==> src/rtl/div_sqrt_rec_fn_arbiter.sv <==
// Round-robin arbiter that shares one recoded divide/sqrt-to-raw unit between NUM_REQ issue lanes.
// It tracks the single op in flight and holds its raw result until the owning lane takes it.
//
// state  | meaning
// IDLE   | nothing in flight, free to issue
// BUSY   | op issued, waiting for the divider result pulse
// RESP   | raw result buffered, waiting for respReady (may issue in the drain cycle)
module div_sqrt_rec_fn_arbiter #(
  parameter  int expWidth = 8,
  parameter  int sigWidth = 24,
  parameter  int NUM_REQ  = 2,
  parameter  int TAG_W    = 4,
  localparam int OP_W     = expWidth + sigWidth + 1,
  localparam int RAW_W    = expWidth + sigWidth + 15
) (
  input  logic                     nReset,
  input  logic                     clock,
  input  logic [NUM_REQ-1:0]       reqValid,
  output logic [NUM_REQ-1:0]       reqReady,
  input  logic [NUM_REQ-1:0]       reqSqrtOp,
  input  logic [NUM_REQ*OP_W-1:0]  reqA,
  input  logic [NUM_REQ*OP_W-1:0]  reqB,
  input  logic [NUM_REQ*3-1:0]     reqRm,
  input  logic [NUM_REQ*TAG_W-1:0] reqTag,
  input  logic                     divInReady,
  output logic                     divInValid,
  output logic                     divSqrtOp,
  output logic [OP_W-1:0]          divA,
  output logic [OP_W-1:0]          divB,
  output logic [2:0]               divRm,
  input  logic                     divOutValid,
  input  logic [RAW_W-1:0]         divRaw,
  output logic                     respValid,
  input  logic                     respReady,
  output logic [NUM_REQ-1:0]       respOwner,
  output logic [TAG_W-1:0]         respTag,
  output logic [RAW_W-1:0]         respRaw,
  output logic                     busy,
  output logic                     protoErr
);

  localparam int PTR_W = $clog2(NUM_REQ);

  typedef enum logic [1:0] {S_IDLE, S_BUSY, S_RESP} state_t;

  state_t             r_state;
  logic [PTR_W-1:0]   r_rr_ptr;
  logic [NUM_REQ-1:0] r_owner;
  logic [TAG_W-1:0]   r_tag;
  logic [RAW_W-1:0]   r_raw;
  logic               r_proto_err;

  logic [PTR_W-1:0]   w_cand;
  logic [PTR_W-1:0]   w_gidx;
  logic               w_found;
  logic               w_any;
  logic [NUM_REQ-1:0] w_grant;
  logic               w_can_issue;
  logic               w_issue;

  // Search from the round-robin pointer upward; outputs stay quiet while reset is held.
  always_comb begin
    w_found = 1'b0;
    w_gidx  = '0;
    w_cand  = '0;
    for (int k = 0; k < NUM_REQ; k++) begin
      w_cand = PTR_W'((int'(r_rr_ptr) + k) % NUM_REQ);
      if (!w_found && reqValid[w_cand]) begin
        w_found = 1'b1;
        w_gidx  = w_cand;
      end
    end
    w_any = w_found & nReset;
    w_grant = '0;
    w_grant[w_gidx] = w_any;
  end

  assign w_can_issue = (r_state == S_IDLE) | ((r_state == S_RESP) & respReady);
  assign divInValid  = w_can_issue & w_any;
  assign w_issue     = divInValid & divInReady;
  assign reqReady    = w_issue ? w_grant : '0;

  assign divSqrtOp = w_any ? reqSqrtOp[w_gidx] : 1'b0;
  assign divA      = w_any ? reqA[int'(w_gidx)*OP_W +: OP_W] : '0;
  assign divB      = w_any ? reqB[int'(w_gidx)*OP_W +: OP_W] : '0;
  assign divRm     = w_any ? reqRm[int'(w_gidx)*3 +: 3] : 3'd0;

  always_ff @(posedge clock or negedge nReset) begin
    if (!nReset) begin
      r_state     <= S_IDLE;
      r_rr_ptr    <= '0;
      r_owner     <= '0;
      r_tag       <= '0;
      r_raw       <= '0;
      r_proto_err <= 1'b0;
    end else begin
      if (w_issue) begin
        r_owner  <= w_grant;
        r_tag    <= reqTag[int'(w_gidx)*TAG_W +: TAG_W];
        r_rr_ptr <= (w_gidx == PTR_W'(NUM_REQ - 1)) ? '0 : w_gidx + PTR_W'(1);
      end
      case (r_state)
        S_IDLE: begin
          if (w_issue) r_state <= S_BUSY;
          if (divOutValid) r_proto_err <= 1'b1;
        end
        S_BUSY: begin
          if (divOutValid) begin
            r_raw   <= divRaw;
            r_state <= S_RESP;
          end
        end
        S_RESP: begin
          if (respReady) r_state <= w_issue ? S_BUSY : S_IDLE;
          if (divOutValid) r_proto_err <= 1'b1;
        end
        default: r_state <= S_IDLE;
      endcase
    end
  end

  assign respValid = (r_state == S_RESP);
  assign respOwner = r_owner;
  assign respTag   = r_tag;
  assign respRaw   = r_raw;
  assign busy      = (r_state != S_IDLE);
  assign protoErr  = r_proto_err;

endmodule
==> config.mk <==
export PLATFORM = sky130hd
export DESIGN_NAME = div_sqrt_rec_fn_arbiter
export DESIGN_NICKNAME = d
export VERILOG_FILES = /design/src/rtl/div_sqrt_rec_fn_arbiter.sv
export SDC_FILE = /design/constraint.sdc
export NUM_CORES = 1
export LEC_CHECK = 0
export CORE_AREA = 5 5 125 127
export DETAILED_ROUTE_END_ITERATION = 6
export DIE_AREA = 0 0 130 132
export HOLD_SLACK_MARGIN = 0.15
export PLACE_DENSITY_LB_ADDON = 0.25
export SYNTH_ARGS = -nofsm -noshare
export SYNTH_HDL_FRONTEND = slang
export SYNTH_SLANG_ARGS = --single-unit
==> constraint.sdc <==
create_clock -name clock -period 2.9 [get_ports clock]
set_clock_uncertainty 0.1 [all_clocks]
set_input_delay 0.29 -clock clock [delete_from_list [all_inputs] [get_ports clock]]
set_output_delay 0.29 -clock clock [all_outputs]
set_load 0.005 [all_outputs]
Word-level counts from Yosys, hierarchy flattened
Index checks and enable logic that the tools add are counted.
{ "totals": {"input_bits": 202, "output_inout_bits": 129, "regBits": 57, "word_cells": 61} }
{ "classes": {"add_sub_neg": 2, "eq_ne": 5, "n_mul": 2, "n_bitwise": 6, "magnitude_cmp": 4, "shifts": 4, "n_mux": 23, "reduce_logical": 9} }
{ "ops": {"columns": ["op", "n"], "rows": [
  ["$mux 33", 2],
  ["$shiftx 66x32->33", 1],
  ["$shiftx 66x8->33", 1],
  ["$mux 1", 14],
  ["$mux 2", 4],
  ["$shiftx 8x4->4", 1],
  ["$mul 1x6->7 const B", 1],
  ["$lt 1x2->1 const B", 3],
  ["$pmux 2 s3", 1],
  ["$shiftx 6x4->3", 1],
  ["$and 1x1->1", 4],
  ["$ne 2x2->1 const B", 2],
  ["$reduce_and 2->1", 2],
  ["$mul 1x2->3 const B", 1],
  ["$mux 3", 1],
  ["$reduce_and 3->1", 1],
  ["$add 1x1->1 const B", 2],
  ["$and 2x2->2", 1],
  ["$eq 2x1->1 const B", 1],
  ["$eq 2x2->1 const B", 1],
  ["$logic_and 1x1->1", 2],
  ["$logic_not 2->1", 1],
  ["$ne 2x1->1 const B", 1],
  ["$reduce_bool 2->1", 1],
  ["other kinds (5)", 5]
]} }

Longest topological paths before layout
Gate-level depths: netlist (run 1).
{ "depth": {"depth_word": 12, "mapped_depth": 6, "mapped_depth_nobuf": 3} }

Worst setup path after synthesis (run 1)
Ideal clock, no wire load.
{ "synth_timing": {"path_kind": "input to output", "from": "input port reqValid[1]", "to": "output port divA[0]", "path_slack_ns": 1.311, "t_required_ns": 2.510, "n_path_buf": 2, "stages": 4, "arrival_time_ns": 1.199, "cell_sequence": "buf_6 -> a21oi_1 -> clkbuf_1 -> a22o_1"} }
{ "synth_between": {"elab_chain_len": 9, "word_cells_on_any_way": 14, "classes_between": "mul: 1; shift: 1; mux: 9; bitwise: 1; reduce/logical: 2"} }
{ "synth_lines": {"columns": ["item", "line_no", "text"], "rows": [
  ["from (decl)", "18", "input logic [NUM_REQ-1:0] reqValid,"],
  ["$mux 1 (implied by the code) (2 in a row)", "68", "if (!w_found && reqValid[w_cand]) begin"],
  ["$mux 1", "68", null],
  ["$logic_not 1->1", "68", null],
  ["$logic_and 1x1->1", "68", null],
  ["$mux 1", "68", null],
  ["$mul 1x6->7", "84", "assign divA = w_any ? reqA[int'(w_gidx)*OP_W +: OP_W] : '0;"],
  ["$shiftx 66x32->33", "84", null],
  ["$mux 33 *", "84", null],
  ["to (decl)", "28", "output logic [OP_W-1:0] divA,"]
]} }
Mark *: on every way between the ends. The rest lies on a longest branch, timed or not. The select of a mux whose other input is x is not followed.

Final worst setup path (run 1)
{ "layout_timing": {"from": "input port nReset", "to": "output port divB[13]"} }
{ "layout_between": {"elab_chain_len": 2} }
{ "layout_lines": {"columns": ["item", "line_no", "text"], "rows": [
  ["from (decl)", "16", "input logic nReset,"],
  ["$and 1x1->1", "73", "w_any = w_found & nReset;"],
  ["$mux 33", "85", "assign divB = w_any ? reqB[int'(w_gidx)*OP_W +: OP_W] : '0;"],
  ["to (decl)", "29", "output logic [OP_W-1:0] divB,"]
]} }
No other way between the ends.

==> impl_metrics.env, run 1 <==
export IMPL_status="finished clean"
export IMPL_antenna_found_initial=1
export IMPL_synthCells=239
export IMPL_min_path_cells=1
export IMPL_row_count=44
export IMPL_critPathSlowestCell="clkdlybuf4s50_1"
export IMPL_finalCriticalPeriod_ns=2.82
export IMPL_die_w_um=130
export IMPL_cts_buffers=9
export IMPL_r2r_slack_ns=1.27
export IMPL_ff2ff_path_depth=4
export IMPL_cts_tree="yes"
export IMPL_track_usage_pct=19.6
export IMPL_vdd_drop_max_mv=0.217
export IMPL_die_h_um=132
export IMPL_r2r_end="respOwner[1]$_DFFE_PN0P_"
export IMPL_synth_nets=441
export IMPL_routed_wl_mm=17.6
export IMPL_final_cell_mix="clkdlybuf4s50_1 (327), a22o_1 (70), dfrtp_1 (57)"
export IMPL_gp_congestion=1.06
export IMPL_start_util_pct=20.8
export IMPL_clk_pin_slew_ns=0.05
export IMPL_io_pin_count=331
export IMPL_synth_cell_type_count=27
export IMPL_num_nets_final=772
export IMPL_grt_pass1_vias=3710
export IMPL_firstDrtPassIters=4
export IMPL_core_um2=14300
export IMPL_drive_gt1_share_pct=14.3
export IMPL_vias=3513
export IMPL_mostFrequentLayoutCell="clkdlybuf4s50_1"
export IMPL_fin_area_um2=6880
export IMPL_cts_root_buf="clkbuf_16"
export IMPL_finalMaxSlewViolations=0
export IMPL_hp_class="flip-flop to flip-flop"
export IMPL_drt_iter0_markers=92
export IMPL_clkLatencyLatePin_ns=0.32
export IMPL_r2r_start="r_state[0]$_DFFE_PN0P_"
export IMPL_maxCapViolCount=0
export IMPL_path_buf_inv=4
export IMPL_finalPower_mw=4.16
export IMPL_min_to="protoErr$_DFFE_PN0P_"
export IMPL_setup_viol=0
export IMPL_dpl_cell_area_um2=6500
export IMPL_grt_max_degree=72
export IMPL_final_util_pct=48.1
export IMPL_fmax_mhz=354
export IMPL_viasPerCell=4.63
export IMPL_p_per_area_nw_per_um2=604
export IMPL_grt_pass1_wl_mm=24.4
export IMPL_start_kind="primary input"
export IMPL_yosys_warnings=0
export IMPL_relSlewSlack_pct=57.7
export IMPL_arrival_ns=2.43
export IMPL_crit_path_max_fanout=24
export IMPL_port_buffer_count=330
export IMPL_ctsLongestPathBuffers=2
export IMPL_synth_avg_cell_area_um2=12.5
export IMPL_rsz0062_at_grt="true"
export IMPL_crit_path_end_kind="primary output"
export IMPL_worst_slack_ns=0.0781
export IMPL_holdWs_ns=0.360
export IMPL_path_class="primary input to primary output"
export IMPL_crit_path_max_incr_delay_ns=0.62
export IMPL_worstPathRequired_ns=2.51
export IMPL_dp_cells=739
export IMPL_grt_overflow_total=0
export IMPL_routedWlPerCell_um=23.2
export IMPL_drc=0
export IMPL_crit_family="buffers and inverters"
export IMPL_ant_nets=0
export IMPL_layoutNonFillerInstCount=759
export IMPL_path_cells="dlygate4sd3_1, buf_2, nand2_1, a21oi_4, buf_12, a22o_1, clkdlybuf4s50_1"
export IMPL_leakage_nw=2.77
export IMPL_dp_slack_ns=0.150
export IMPL_hold_start="protoErr$_DFFE_PN0P_"
export IMPL_tightest_slew_ns=0.635
export IMPL_finalHoldViolCount=0
export IMPL_netlist_area_um2=2980
export IMPL_syn_to_final_growth_pct=131
export IMPL_startpoint="nReset"
export IMPL_ys_ff_latch=57
export IMPL_dieArea_um2=17200
export IMPL_cts_sinks=57
export IMPL_fin_setup_tns_ns=0
export IMPL_cts_htree_levels=3
export IMPL_dp_final_hpwl_mm=14.9
export IMPL_finalCritPeriodShare_pct=97.3
export IMPL_yosysSeqAreaShare_pct=47.9
-- synth_stat cells --
| cell | count | area [um2] |
|---|---|---|
| a21o_1 | 1 | 7.51 |
| a21oi_1 | 1 | 5.00 |
| a22o_1 | 70 | 613 |
| a31oi_1 | 4 | 25.0 |
| a41oi_1 | 4 | 35.0 |
| and3_1 | 1 | 6.26 |
| and4_4 | 1 | 11.3 |
| buf_2 | 13 | 65.1 |
| buf_6 | 2 | 22.5 |
| clkbuf_1 | 9 | 33.8 |
| dfrtp_1 | 57 | 1430 |
| inv_1 | 2 | 7.51 |
| inv_2 | 1 | 3.75 |
| mux2_2 | 47 | 529 |
| mux2_4 | 3 | 45.0 |
| nand2_1 | 2 | 7.51 |
| nand2b_1 | 1 | 6.26 |
| nand3b_1 | 6 | 45.0 |
| nand4_1 | 1 | 6.26 |
| nor2_1 | 1 | 3.75 |
| nor2b_1 | 2 | 12.5 |
| nor3b_1 | 1 | 7.51 |
| o21a_1 | 1 | 7.51 |
| o21ai_0 | 5 | 25.0 |
| o31ai_1 | 1 | 7.51 |
| or2_0 | 1 | 6.26 |
| or2_2 | 1 | 6.26 |
-- cell families after synthesis --
kind of cell | Yosys count | share of synthesized area [%]
AND/OR/NAND/NOR | 18 | 3.99
flip-flops | 57 | 47.9
buffers and inverters | 27 | 4.45
multiplexers | 50 | 19.3
AO/OA/AOI/OAI | 87 | 24.4
-- state kept, by name, summed over array words and instances (netlist names) --
register / count
r_rr_ptr: 1
respRaw: 47
respOwner: 2
r_state: 2
respTag: 4
protoErr: 1
-- worst max-delay path by stage --
stage	cells after the start	to	slack, ns
2_1_floorplan	4	divA[0]	1.31
3_3_place_gp	6	divB[29]	0.14
3_5_place_dp	6	divB[29]	0.15
4_1_cts	7	divB[29]	0.02
5_1_grt	7	divB[4]	-0.01
6_report	7	divB[13]	0.08
-- power breakdown --
group / switching, mW / internal, mW / total [mW]
Sequential: 0.163 / 1.12 / 1.28
Combinational: 0.526 / 1.25 / 1.78
Clock: 0.335 / 0.768 / 1.10
Total: 1.02 / 3.14 / 4.16
-- layout make-up --
type                            instances  area [um2]
Tap cell                              184         230
Timing Repair Buffer                  344        3460
Clock buffer                           12         246
Antenna cell                            1        2.50
Multi-Input combinational cell        155        1440
Fill cell                            1313        7430
Inverter                                3        11.3
Clock inverter                          3        65.1
Sequential cell                        57        1430
-- repair_timing --
action / 4_1_cts / 5_1_grt
resized for setup: 0 / 5
buffers inserted: 0 / 1
setup endpoints to repair: 0 / 7
hold buffers: 2 / 0
endpoints found under the hold margin: 6 / 0
-- worst register-to-register path: stages, from the launching register on --
cell	delay [ns]
dfrtp_1	0.41
nor2b_2	0.27
and4_4	0.27
buf_4	0.17
mux2_4	0.30
-- layer usage --
metal / track usage (%) / share of wire (%)
met5: 0 / 0
met3: 7.46 / 10
met4: 4.10 / 1.2
met2: 35.9 / 53
met1: 21.1 / 35
Power figures use the tool's default switching activity.
==> inputs of run 2 (changes only) <==
--- a/config.mk
+++ b/config.mk
@@ -5,11 +5,12 @@
 export SDC_FILE = /design/constraint.sdc
 export NUM_CORES = 1
 export LEC_CHECK = 0
-export CORE_AREA = 5 5 125 127
+export CORE_AREA = 2 2 130 132
 export DETAILED_ROUTE_END_ITERATION = 6
-export DIE_AREA = 0 0 130 132
+export DIE_AREA = 0 0 132 134
 export HOLD_SLACK_MARGIN = 0.15
 export PLACE_DENSITY_LB_ADDON = 0.25
+export SETUP_SLACK_MARGIN = 0.15
 export SYNTH_ARGS = -nofsm -noshare
 export SYNTH_HDL_FRONTEND = slang
 export SYNTH_SLANG_ARGS = --single-unit
==> run 2 against run 1 <==
Clock-buffer cell count down 2. Via count down 1.3%. Cell count up 5.3%. Largest power group unchanged. Power down 1.7%. Critical endpoint is now divB[9]. Sequential power about the same.
==> impl_metrics.env, run 2 (synthesis gave the netlist of run 1 again) <==
export IMPL_dpl_cell_area_um2=6610
export IMPL_grt_overflow_total=0
export IMPL_fin_setup_tns_ns=0
export IMPL_row_count=47
export IMPL_start_kind="primary input"
export IMPL_worstPathRequired_ns=2.51
export IMPL_drt_iter0_markers=119
export IMPL_fin_area_um2=6940
export IMPL_track_usage_pct=15.9
export IMPL_core_um2=16300
export IMPL_routedWlPerCell_um=18.3
export IMPL_hold_start="protoErr$_DFFE_PN0P_"
export IMPL_final_util_pct=42.6
export IMPL_antenna_found_initial=0
export IMPL_cts_tree="yes"
export IMPL_finalHoldViolCount=0
export IMPL_tightest_slew_ns=0.598
export IMPL_grt_pass1_wl_mm=21.4
export IMPL_p_per_area_nw_per_um2=590
export IMPL_layoutNonFillerInstCount=799
export IMPL_die_h_um=134
export IMPL_cts_sinks=57
export IMPL_final_cell_mix="clkdlybuf4s50_1 (329), a22o_1 (70), dfrtp_1 (57)"
export IMPL_mostFrequentLayoutCell="clkdlybuf4s50_1"
export IMPL_vdd_drop_max_mv=0.421
export IMPL_crit_path_end_kind="primary output"
export IMPL_r2r_start="r_state[1]$_DFFE_PN0P_"
export IMPL_hp_class="flip-flop to flip-flop"
export IMPL_drc=0
export IMPL_leakage_nw=2.75
export IMPL_insertedDiodeCount=0
export IMPL_holdWs_ns=0.375
export IMPL_finalPower_mw=4.09
export IMPL_vias=3469
export IMPL_clkLatencyLatePin_ns=0.32
export IMPL_largest_reg_flops=47
export IMPL_drive_gt1_share_pct=15.0
export IMPL_r2r_end="respOwner[1]$_DFFE_PN0P_"
export IMPL_maxCapViolCount=0
export IMPL_dp_final_hpwl_mm=12.3
export IMPL_arrival_ns=2.27
export IMPL_gp_congestion=0.985
export IMPL_ff2ff_path_depth=4
export IMPL_dieArea_um2=17700
export IMPL_grt_max_degree=48
export IMPL_start_util_pct=18.3
export IMPL_ctsLongestPathBuffers=2
export IMPL_min_to="protoErr$_DFFE_PN0P_"
export IMPL_num_nets_final=776
export IMPL_fillers=1572
export IMPL_routed_wl_mm=14.6
export IMPL_finalCritPeriodShare_pct=91.8
export IMPL_clk_pin_slew_ns=0.05
export IMPL_relSlewSlack_pct=60.1
export IMPL_finalMaxSlewViolations=0
export IMPL_ant_nets=0
export IMPL_grt_pass1_vias=3688
export IMPL_fmax_mhz=376
export IMPL_dp_cells=780
export IMPL_worst_slack_ns=0.239
export IMPL_min_path_cells=1
export IMPL_viasPerCell=4.34
export IMPL_status="finished clean"
export IMPL_die_w_um=132
export IMPL_cts_buffers=9
export IMPL_rsz0062_at_grt="false"
export IMPL_path_class="primary input to primary output"
export IMPL_finalCriticalPeriod_ns=2.66
export IMPL_setup_viol=0
export IMPL_r2r_slack_ns=1.29
export IMPL_firstDrtPassIters=4
export IMPL_port_buffer_count=330
export IMPL_crit_path_max_fanout=24
export IMPL_cts_root_buf="clkbuf_16"
export IMPL_syn_to_final_growth_pct=133
export IMPL_cts_htree_levels=3
export IMPL_io_pin_count=331
export IMPL_dp_slack_ns=0.153
## run 2: critical path, cell delays in order
cell and delay, ns:
clkdlybuf4s50_1 0.45, buf_4 0.18, a21oi_4 0.32, buf_12 0.22, a22o_1 0.26, clkdlybuf4s50_1 0.54
## run 2: power breakdown
| part | switching [mW] | internal (mW) | leakage, nW | total [mW] |
|---|---|---|---|---|
| clock | 0.376 | 0.667 | 0.139 | 1.04 |
| sequential | 0.163 | 1.12 | 0.670 | 1.28 |
| combinational | 0.512 | 1.26 | 1.94 | 1.77 |
## run 2: per-layer routing
| layer | global-route usage (%) | part of all wire [%] | up-vias |
|---|---|---|---|
| li1 | - | - | 1601 |
| met1 | 18.6 | 39 | 1641 |
| met2 | 27.1 | 50 | 207 |
| met3 | 5.29 | 8.7 | 20 |
| met4 | 5.62 | 2.3 | 0 |
| met5 | 0 | 0 | - |
## run 2: what timing repair did
item | 4_1_cts | 5_1_grt
buffers inserted | 0 | 1
hold buffers | 2 | 0
gates resized for setup | 0 | 1
setup endpoints to repair | 0 | 8
endpoints found under the hold margin | 57 | 0
## run 2: worst max path at each step
stage                start  endpoint  slack [ns]
6_report       reqValid[1]   divB[9]        0.24
5_1_grt        reqValid[1]   divB[9]        0.15
4_1_cts        reqValid[1]   divB[7]        0.15
3_5_place_dp   reqValid[1]   divB[7]        0.15
3_3_place_gp   reqValid[1]  divB[11]        0.17
2_1_floorplan  reqValid[1]   divA[0]        1.31
## run 2: area by class of cell
type	instances	area [um2]	area share (%)
timing repair buffer	348	3490	50.3
multi-input combinational	155	1440	20.7
sequential	57	1430	20.6
tap	220	275	3.97
clock buffer	10	229	3.30
clock inverter	6	67.6	0.974
inverter	3	11.3	0.162
